### src/rtl/pipe_hazard_ctrl.sv
// pipe_hazard_ctrl
//   Central stall/flush sequencer for a 5-stage pipeline. It drives the
//   enable and flush controls of the PC and of the IF/ID, ID/EX, EX/MEM and
//   MEM/WB pipeline registers.
//
//   Conditions handled, highest priority first:
//     ERR          memory timeout; the pipeline stays frozen until reset
//     memory wait  data-memory req/ready handshake not yet complete
//     branch       taken branch/jump in EX squashes IF/ID and ID/EX
//     load-use     inserts one bubble behind a load whose result ID needs
//
//   All enable and flush outputs are combinational, so they take effect in
//   the same cycle. The FSM state, wait counter, error flag and stall counter
//   are registered.
//
// Ports
//   clk, rst            clock, synchronous active-low reset
//   id_rs, id_rt        source register fields of the ID instruction
//   id_uses_rt          the ID instruction reads rt
//   ex_MemRead, ex_WN   the EX instruction is a load, and its destination
//   ex_branch_taken     branch/jump in EX resolved taken
//   mem_MemRead/Write   the MEM instruction accesses data memory
//   dmem_ready          data memory completes the access this cycle
//   dmem_req            data-memory request
//   en_*                pipeline register / PC enables
//   flush_ifid/idex     bubble insertion into IF/ID and ID/EX
//   mem_timeout         sticky timeout error flag
//   stall_cycles        saturating count of stall/bubble cycles
module pipe_hazard_ctrl #(
  parameter int TIMEOUT = 255,
  parameter int CNT_W   = 16
) (
  input  logic             clk,
  input  logic             rst,
  input  logic [4:0]       id_rs,
  input  logic [4:0]       id_rt,
  input  logic             id_uses_rt,
  input  logic             ex_MemRead,
  input  logic [4:0]       ex_WN,
  input  logic             ex_branch_taken,
  input  logic             mem_MemRead,
  input  logic             mem_MemWrite,
  input  logic             dmem_ready,
  output logic             dmem_req,
  output logic             en_pc,
  output logic             en_ifid,
  output logic             en_idex,
  output logic             en_exmem,
  output logic             en_memwb,
  output logic             flush_ifid,
  output logic             flush_idex,
  output logic             mem_timeout,
  output logic [CNT_W-1:0] stall_cycles
);

  localparam int WC_W = (TIMEOUT < 2) ? 1 : $clog2(TIMEOUT + 1);
  localparam logic [WC_W-1:0] TIMEOUT_CNT = WC_W'(TIMEOUT);

  typedef enum logic [1:0] {
    S_RUN      = 2'd0,
    S_MEM_WAIT = 2'd1,
    S_ERR      = 2'd2
  } state_t;

  state_t           state_q, state_d;
  logic [WC_W-1:0]  wait_cnt_q, wait_cnt_d;
  logic             mem_timeout_q, mem_timeout_d;
  logic [CNT_W-1:0] stall_cycles_q, stall_cycles_d;

  logic mem_acc;
  logic load_use;
  logic freeze;
  logic in_err;
  logic bubble;
  logic req_c;

  // Saturating increment: the counter sticks at all-ones instead of wrapping.
  function automatic logic [CNT_W-1:0] sat_inc(input logic [CNT_W-1:0] v);
    return (&v) ? v : v + CNT_W'(1);
  endfunction

  assign mem_acc  = mem_MemRead | mem_MemWrite;
  assign load_use = ex_MemRead & (ex_WN != 5'd0) &
                    ((ex_WN == id_rs) | (id_uses_rt & (ex_WN == id_rt)));

  // Next-state logic for the handshake FSM
  always_comb begin
    state_d       = state_q;
    wait_cnt_d    = wait_cnt_q;
    mem_timeout_d = mem_timeout_q;
    freeze        = 1'b0;
    in_err        = 1'b0;
    req_c         = 1'b0;
    unique case (state_q)
      S_RUN: begin
        if (mem_acc) begin
          req_c = 1'b1;
          // The first cycle of an access that is not ready already freezes
          // and counts as wait cycle 1.
          if (!dmem_ready) begin
            freeze     = 1'b1;
            state_d    = S_MEM_WAIT;
            wait_cnt_d = WC_W'(1);
          end
        end
      end
      S_MEM_WAIT: begin
        req_c = 1'b1;
        if (dmem_ready) begin
          state_d    = S_RUN;
          wait_cnt_d = '0;
        end else begin
          freeze = 1'b1;
          if (wait_cnt_q == TIMEOUT_CNT) begin
            state_d       = S_ERR;
            mem_timeout_d = 1'b1;
          end else begin
            wait_cnt_d = wait_cnt_q + WC_W'(1);
          end
        end
      end
      S_ERR: begin
        in_err        = 1'b1;
        mem_timeout_d = 1'b1;
      end
      default: begin
        state_d    = S_RUN;
        wait_cnt_d = '0;
      end
    endcase
  end

  // A branch squashes the ID instruction, so a coincident load-use is moot.
  // Hazards seen during a freeze are re-evaluated on the release cycle since
  // the pipeline contents have not moved.
  assign bubble = ~in_err & ~freeze & ~ex_branch_taken & load_use;

  always_comb begin
    stall_cycles_d = stall_cycles_q;
    if (freeze | in_err | bubble) begin
      stall_cycles_d = sat_inc(stall_cycles_q);
    end
  end

  // Pipeline control outputs; reset overrides everything, even mid-access
  always_comb begin
    dmem_req   = req_c;
    en_pc      = 1'b1;
    en_ifid    = 1'b1;
    en_idex    = 1'b1;
    en_exmem   = 1'b1;
    en_memwb   = 1'b1;
    flush_ifid = 1'b0;
    flush_idex = 1'b0;
    if (!rst) begin
      dmem_req = 1'b0;
      en_pc    = 1'b0;
      en_ifid  = 1'b0;
      en_idex  = 1'b0;
      en_exmem = 1'b0;
      en_memwb = 1'b0;
    end else if (in_err | freeze) begin
      en_pc    = 1'b0;
      en_ifid  = 1'b0;
      en_idex  = 1'b0;
      en_exmem = 1'b0;
      en_memwb = 1'b0;
    end else if (ex_branch_taken) begin
      flush_ifid = 1'b1;
      flush_idex = 1'b1;
    end else if (load_use) begin
      en_pc      = 1'b0;
      en_ifid    = 1'b0;
      flush_idex = 1'b1;
    end
  end

  // State registers
  always_ff @(posedge clk) begin
    if (!rst) begin
      state_q        <= S_RUN;
      wait_cnt_q     <= '0;
      mem_timeout_q  <= 1'b0;
      stall_cycles_q <= '0;
    end else begin
      state_q        <= state_d;
      wait_cnt_q     <= wait_cnt_d;
      mem_timeout_q  <= mem_timeout_d;
      stall_cycles_q <= stall_cycles_d;
    end
  end

  assign mem_timeout  = mem_timeout_q;
  assign stall_cycles = stall_cycles_q;

endmodule

### config.mk
export PLATFORM = sky130hd
export DESIGN_NAME = pipe_hazard_ctrl
export DESIGN_NICKNAME = d
export VERILOG_FILES = /design/src/rtl/pipe_hazard_ctrl.sv
export SDC_FILE = /design/constraint.sdc
export NUM_CORES = 1
export LEC_CHECK = 0
export ABC_AREA = 1
export CAP_MARGIN = 10
export CORE_MARGIN = 2
export CORE_UTILIZATION = 48
export DETAILED_ROUTE_END_ITERATION = 12
export PLACE_DENSITY = 0.77
export SYNTH_ARGS = -nofsm -noshare
export SYNTH_HDL_FRONTEND = slang
export SYNTH_SLANG_ARGS = --single-unit
### constraint.sdc
create_clock -name clk -period 2.32 [get_ports clk]
set_clock_uncertainty 0.2 [all_clocks]
set_input_delay 0.348 -clock clk [delete_from_list [all_inputs] [get_ports clk]]
set_output_delay 0.348 -clock clk [all_outputs]
set_load 0.05 [all_outputs]
==> results of run 1 <==
==> final timing paths <==
| path | from | to | slack [ps] | cells after the start |
|---|---|---|---|---|
| min reg2reg | stall_cycles[4] | stall_cycles[4] | 340 | 2 |
| max reg2reg | stall_cycles[0] | stall_cycles[13] | 330 | 8 |
| min | dmem_ready | wait_cnt_q[0] | 200 | 4 |
| max | id_rs[1] | flush_idex | 60 | 10 |
==> power groups by stage <==
stage          registers, uW  logic [uW]  clock network (uW)
5_1_grt                  510         532                 237
6_report                 506         494                 211
3_5_place_dp             515         469                   0
4_1_cts                  506         473                 220
2_1_floorplan            548         251                   0
3_3_place_gp             515         464                   0
==> metal layers <==
| layer | vias to the layer above | wire [um] | track usage [%] |
|---|---|---|---|
| li1 | 1009 | - | - |
| met1 | 830 | 1930 | 26.2 |
| met2 | 41 | 1850 | 35.3 |
| met3 | 7 | 161 | 3.65 |
| met4 | 0 | 57 | 6.38 |
| met5 | - | 0 | 0 |
==> through the flow <==
stage / area, um^2 / std cells / hold WS (ps)
after floorplan: 1780 / 289 / 279
after global placement: 2390 / 383 / 302
after detailed placement: 2390 / 383 / 315
after CTS: 2420 / 387 / 335
after global routing: 2490 / 389 / 229
final: 2490 / 389 / 196
==> worst max-delay path, stage by stage <==
cell	delay, ps
clkdlybuf4s50_1	480
inv_1	50
nand2_1	50
nand2_1	60
nor2_2	130
nand3_1	90
nand2_1	110
nand2_1	90
a21oi_4	160
buf_12	150
==> sequential cells by signal, indices dropped and copies added (netlist names) <==
name          count
mem_timeout       1
stall_cycles     16
state_q           2
wait_cnt_q        8
==> logic make-up after synthesis <==
kind of cell | Yosys count | share of synthesized area [%]
simple gates | 171 | 43.5
compound gates | 32 | 9.84
fa+ha+maj | 2 | 1.43
buf+inv | 55 | 13.4
flops | 27 | 30.8
xor+xnor | 2 | 0.999
==> cell usage after synthesis <==
master	count	share of area (%)
nor2_2	3	1.1
a32oi_1	1	0.50
nand2_1	79	17
nand3b_1	2	0.86
nand4_2	1	0.71
buf_6	2	1.3
nor3_2	1	0.57
clkbuf_1	1	0.21
buf_2	2	0.57
inv_1	45	9.6
nand2_4	1	0.64
a211oi_1	1	0.43
a21oi_1	22	6.3
ha_1	2	1.4
xnor2_1	1	0.50
buf_4	3	1.3
nor3_4	1	0.93
o21ai_0	6	1.7
and2_1	1	0.36
nand4_1	6	2.1
xor2_1	1	0.50
nand3_2	1	0.57
nor3_1	5	1.4
dfxtp_1	27	31
nor3b_1	3	1.3
a21oi_2	1	0.50
nand3_1	20	5.7
o21bai_1	1	0.43
nor2_1	45	9.6
nand2_2	2	0.71
inv_2	2	0.43
==> cell type report <==
cell class                      instances  share of cell area (%)
Timing Repair Buffer                   58                    26.3
Inverter                               47                    7.09
Tap cell                               46                    2.31
Clock buffer                            3                   0.905
Multi-Input combinational cell        207                    41.4
Sequential cell                        27                    21.7
Clock inverter                          1                   0.201
==> timing repair <==
item                       in CTS  in global routing
pin swaps                       0                  9
gates resized for setup         1                 20
setup endpoints to repair       1                  4
buffers inserted                0                  2
hold buffers                    0                  0
cloned                          0                  0
==> results.cfg, run 1 <==
[timing]
relSlewSlack_pct = 66.6
setup_viol = 0
fin_tns_setup_ps = 0
finalHoldViolations = 0
fin_crit_ps = 2260
period_share_pct = 97.2
fmax_ghz = 0.443
timing.final.ws_setup_ps = 63.9
slew_viol_final = 0
tightest_slew_ps = 499

[global_route]
grt_util_all_layers_pct = 20.6
grt_overflow = 0
grt_pass1_wl_um = 6870
first_global_vias = 1662
grt_max_degree = 22
antenna_found_initial = 0

[floorplanning]
io_pins = 48
core_region_area_um2 = 3420
die_area_um2 = 4150
fp.dieW_um = 64.5
start_util_pct = 51.4
die_h_um = 64.5
rows = 21

[yosys]
syn_avg_cell_area_um2 = 6.07
ys_seq_area_share_pct = 30.8
synth.cell_area_um2 = 1750
synth.distinct_cells = 31
syn-num-nets = 314
yosysWarnings = 0
netlist_instances = 289
ys_ff_latch = 27

[placement]
dp_slack_ps = -29.4
dp_hpwl_um = 3150
numPortBuffers = 47
routabilityCongestion = 0.912

[layout]
multi_input_area_um2 = 1030
final_common_cell = nand2_1
fillers = 307
final_nets = 369
seq_area_um2 = 541
final_util_pct = 72.9
layout_common_cells = 79 x nand2_1, 41 x inv_1, 39 x nor2_1
area_growth_pct = 41.9
layout-drive-gt1-share_pct = 14.3
antenna_cells = 0

[routing]
vias = 1887
postRouteAntennaNets = 0
drt-initial-drc-count = 136
drt_first_pass_iters = 4
drt-vias-per-instance = 4.85
drc = 0
wirelength_um = 4010
wl_per_cell_um = 10.3

[power_and_ir_drop]
vdd_drop_max_mv = 0.300
p_sw_uw = 450
p_leak_uw = 0.00121
clkPwrFrac_pct = 17.4
p_total_uw = 1210
pwr-share-seq_pct = 41.8
swShare_pct = 37.2
p_int_uw = 761
power_density_nw_per_um2 = 487
p_comb_share_pct = 40.8

[critical_path]
critPathKind = input pin to primary output
critPathCaptureType = primary output
cp.required_ps = 1770
worstPathArrival_ps = 1710
path_max_fanout = 2
cp-start-kind = input pin

[cts]
htreeDepth = 1
cts.sinks = 27
cts_made_buffers = 3
clk_pin_slew_ps = 140
cts_buffer_depth = 2
clk_latency_ps = 340
cts_root_buf = clkbuf_4
cts_tree = built

[outcome]
status = complete, no violations

[run]
maxCapViolCount = 0

[min_path]
hp-class = input pin to register
(Power assumes the default switching activity.)
==> run 2: changes to the inputs <==
- MAX_ROUTING_LAYER: not set -> met4
- PLACE_DENSITY: 0.77 -> 0.8
- SLEW_MARGIN: not set -> 20
==> run 2 against run 1 <==
Critical path depth is 9 lower. Via count is 0.26% lower. Register-to-register slack barely moved. Clock-buffer cell count did not move. Hold slack gained 48 ps. Combinational power barely moved. Cell count shrank 0.26%. Fmax is 1.8% higher.
==> results.cfg, run 2 (synthesis results as in run 1) <==
[outcome]
status = complete, no violations

[layout]
layout-drive-gt1-share_pct = 14.3
final_util_pct = 73.0
instances_no_fill = 388
largest_reg_flops = 16
layout_common_cells = 79 x nand2_1, 40 x inv_1, 38 x nor2_1
antenna_cells = 0
final_common_cell = nand2_1
area_growth_pct = 42.2
final_nets = 368

[floorplanning]
die_area_um2 = 4150
core_region_area_um2 = 3420
die_h_um = 64.5
rows = 21
fp.dieW_um = 64.5
io_pins = 48
start_util_pct = 51.4

[timing]
fmax_ghz = 0.451
fin_tns_setup_ps = 0
setup_viol = 0
slew_viol_final = 0
relSlewSlack_pct = 65.5
fin_crit_ps = 2220
period_share_pct = 95.5
rsz0062_at_grt = false
tightest_slew_ps = 515
timing.final.ws_setup_ps = 104
finalHoldViolations = 0

[routing]
wl_met3_um = 123
drc = 0
drt-vias-per-instance = 4.85
vias = 1882
drt_first_pass_iters = 4
top_layer = met4
route.met2.wl_um = 1920
wirelength_um = 4100
postRouteAntennaNets = 0
wl_per_cell_um = 10.6
drt-initial-drc-count = 103
wl_met1_um = 2010

[critical_path]
crit_chain = clkdlybuf4s50_1
cp_slowest_cell = clkdlybuf4s50_1
path_max_fanout = 7
worstPathArrival_ps = 1670
rrSetupSlack_ps = 340
r2r_start = stall_cycles[0]
reg2regPathDepth = 8
critPathKind = register to primary output
cp.required_ps = 1770
cp-start-kind = register
cpLargestDelayFamily = buffers and inverters
critPathCaptureType = primary output
cp_num_buf_inv = 1
crit_path_max_incr_delay_ps = 840
reg2reg_to = stall_cycles[13]

[power_and_ir_drop]
power_density_nw_per_um2 = 486
p_leak_uw = 0.00120
p_total_uw = 1210
vdd_drop_max_mv = 0.316

[placement]
routabilityCongestion = 0.821
dp_slack_ps = -44.0
numPortBuffers = 47
dp_hpwl_um = 3140
numPlacedInstances = 382

[run]
maxCapViolCount = 0

[global_route]
grt_util_all_layers_pct = 21.6
antenna_found_initial = 0
grt_pass1_wl_um = 7090
first_global_vias = 1725
grt_overflow = 0
grt_max_degree = 31

[cts]
cts_tree = built
cts.sinks = 27
cts_made_buffers = 3
htreeDepth = 1
cts_root_buf = clkbuf_4
clk_latency_ps = 340
clk_pin_slew_ps = 160
cts_hold_buf = 0
cts_buffer_depth = 2

[min_path]
hold_depth = 4
min_to = wait_cnt_q[0]
worstHoldStart = dmem_ready
hp-class = input pin to register
run 2: cell count changes in the layout (fill, tap and decap cells not counted):
cell             before  now
dlymetal6s2s_1        9    8
nor2_1               39   38
clkdlybuf4s50_1      30   31
inv_2                 6    7
nor2_4                2    3
buf_12                8    9
nand3_1              19   20
inv_1                41   40
nand3_2               2    1
buf_4                11    9
run 2: what timing repair did:
action                                  in CTS  in global routing
gates cloned                                 0                  0
resized for setup                            1                 21
setup buffers                                1                  1
hold endpoints to repair                     0                  0
pin swaps                                    0                  7
endpoints found under the setup margin       4                  7
run 2: final cells by class:
type	count	area, um^2
clock buffer	3	22.5
clock inverter	1	5.00
fill	286	922
inverter	47	176
multi-input combinational	207	1030
sequential	27	541
tap	46	57.6
timing repair buffer	57	658
run 2: tightest hold or removal path: stages:
cell,delay [ps]
dlymetal6s2s_1,100
nor2_2,50
a21oi_1,150
a21oi_1,90
run 2: how the worst max path moves through the flow:
stage	end	cells past startpoint	slack, ps	from
after CTS	flush_idex	10	20	ex_WN[1]
final	stall_cycles[2]	1	100	stall_cycles[2]
after global routing	en_ifid	11	3	id_rs[1]
after detailed placement	flush_idex	10	-40	dmem_ready
after floorplan	flush_idex	9	-10	mem_MemWrite
after global placement	flush_idex	10	-20	dmem_ready
run 2: metrics by stage:
step / area [um^2] / hold slack (ps)
after detailed placement: 2400 / 311
after CTS: 2440 / 331
after global placement: 2400 / 299
after floorplan: 1780 / 279
final: 2490 / 245
after global routing: 2490 / 232
run 2: routing by layer:
layer / track usage [%] / vias up
li1: - / 1014
met1: 26.4 / 830
met2: 36.6 / 32
met3: 3.82 / 6
met4: 6.38 / 0
met5: - / -
run 2: report_power, final:
part	switching [uW]	internal [uW]	leakage [uW]
registers	22.6	484	0.000219
logic	280	213	0.000963
clock network	147	64.9	0.0000177
==> run 3: changes to the inputs <==
- SKIP_CTS_REPAIR_TIMING: not set -> 1
==> run 3 against run 2 <==
Core utilization fell by 0.15 points. Register-to-register slack barely moved. Non-clock buffer count did not move. Fmax fell by 1.8%.
==> results.cfg, run 3 (synthesis results as in run 1) <==
[cts]
cts_root_buf = clkbuf_4
cts.sinks = 27
clk_pin_slew_ps = 130
cts_buffer_depth = 2
cts_tree = built
clk_latency_ps = 340
htreeDepth = 1
cts_made_buffers = 3

[critical_path]
r2r_start = stall_cycles[0]
critPathKind = input pin to primary output
path_max_fanout = 3
cp-start-kind = input pin
worstPathArrival_ps = 1710
critPathCaptureType = primary output
cp.required_ps = 1770
crit_start = dmem_ready

[timing]
period_share_pct = 97.2
fin_crit_ps = 2260
slew_viol_final = 0
fin_tns_setup_ps = 0
relSlewSlack_pct = 65.4
tightest_slew_ps = 518
finalHoldViolations = 0
setup_viol = 0
fmax_ghz = 0.443

[power_and_ir_drop]
vdd_drop_max_mv = 0.306
p_leak_uw = 0.00119
power_density_nw_per_um2 = 486

[routing]
drt_first_pass_iters = 4
drt-initial-drc-count = 108
wirelength_um = 4180
postRouteAntennaNets = 0
drt-vias-per-instance = 4.91
wl_per_cell_um = 10.8
drc = 0
vias = 1904

[layout]
final_nets = 368
final_common_cell = nand2_1
layout_common_cells = 79 x nand2_1, 40 x inv_1, 39 x nor2_1
largest_reg_flops = 16
area_growth_pct = 41.9
layout-drive-gt1-share_pct = 14.0
antenna_cells = 0
final_util_pct = 72.9

[floorplanning]
rows = 21
start_util_pct = 51.4
die_h_um = 64.5
core_region_area_um2 = 3420
fp.dieW_um = 64.5
die_area_um2 = 4150
io_pins = 48

[placement]
numPortBuffers = 47
routabilityCongestion = 0.821
dp_hpwl_um = 3140

[outcome]
status = complete, no violations

[global_route]
antenna_found_initial = 0
grt_pass1_wl_um = 7090
first_global_vias = 1721
grt_max_degree = 31
grt_util_all_layers_pct = 21.5
grt_overflow = 0

[run]
maxCapViolCount = 0

[min_path]
hp-class = register to register
worstHoldStart = state_q[1]
==> run 3: cell types whose count changed in the layout (fill, tap and decap cells not counted) <==
cell             before  now
clkdlybuf4s50_1      31   32
dlymetal6s2s_1        8    7
nor2_1               38   39
nor2_2                7    6
==> run 3: layout make-up <==
class	count	area [um^2]
fill	286	927
timing repair buffer	57	656
sequential	27	541
clock buffer	3	22.5
inverter	47	176
clock inverter	1	5.00
multi-input combinational	207	1030
tap	46	57.6
==> run 3: worst max-delay path, stage by stage <==
cell and delay, ps:
clkdlybuf4s50_1 450, nor2_1 60, nand2_1 70, inv_2 50, nor3_4 200, inv_2 60
nor2_4 120, inv_2 70, a21oi_4 130, buf_12 150
==> run 3: metal layers <==
metal	wire [um]	share of wire, %	track usage, %	vias up
met3	117	2.8	3.82	6
met4	50	1.2	6.38	0
met1	1980	47	26.2	856
met2	2030	49	36.6	27
met5	0	0	-	-
li1	-	-	-	1015
==> run 3: power by group <==
| part | internal (uW) | switching, uW | leakage, uW | total [uW] |
|---|---|---|---|---|
| Combinational | 212 | 282 | 0.000953 | 494 |
| Clock | 64.9 | 146 | 0.0000177 | 211 |
| Sequential | 484 | 21.7 | 0.000219 | 505 |
| Total | 761 | 450 | 0.00119 | 1210 |
==> run 3: worst paths after layout <==
| kind | end | slack, ps | cells past startpoint |
|---|---|---|---|
| worst max-delay path | flush_idex | 60 | 10 |
| worst min-delay path | state_q[1] | 330 | 2 |
| worst max register to register | stall_cycles[13] | 340 | 8 |
| worst min register to register | state_q[1] | 330 | 2 |
==> run 3: through the flow <==
step / setup slack [ps] / power (uW) / cell area, um^2 / cells / hold slack, ps
floorplan: -14.8 / 799 / 1780 / 289 / 279
global placement: -18.4 / 980 / 2400 / 382 / 299
detailed placement: -44.0 / 986 / 2400 / 382 / 311
CTS: -44.9 / 1200 / 2420 / 386 / 331
global route: -12.8 / 1270 / 2490 / 388 / 360
finish: 64.5 / 1210 / 2490 / 388 / 331
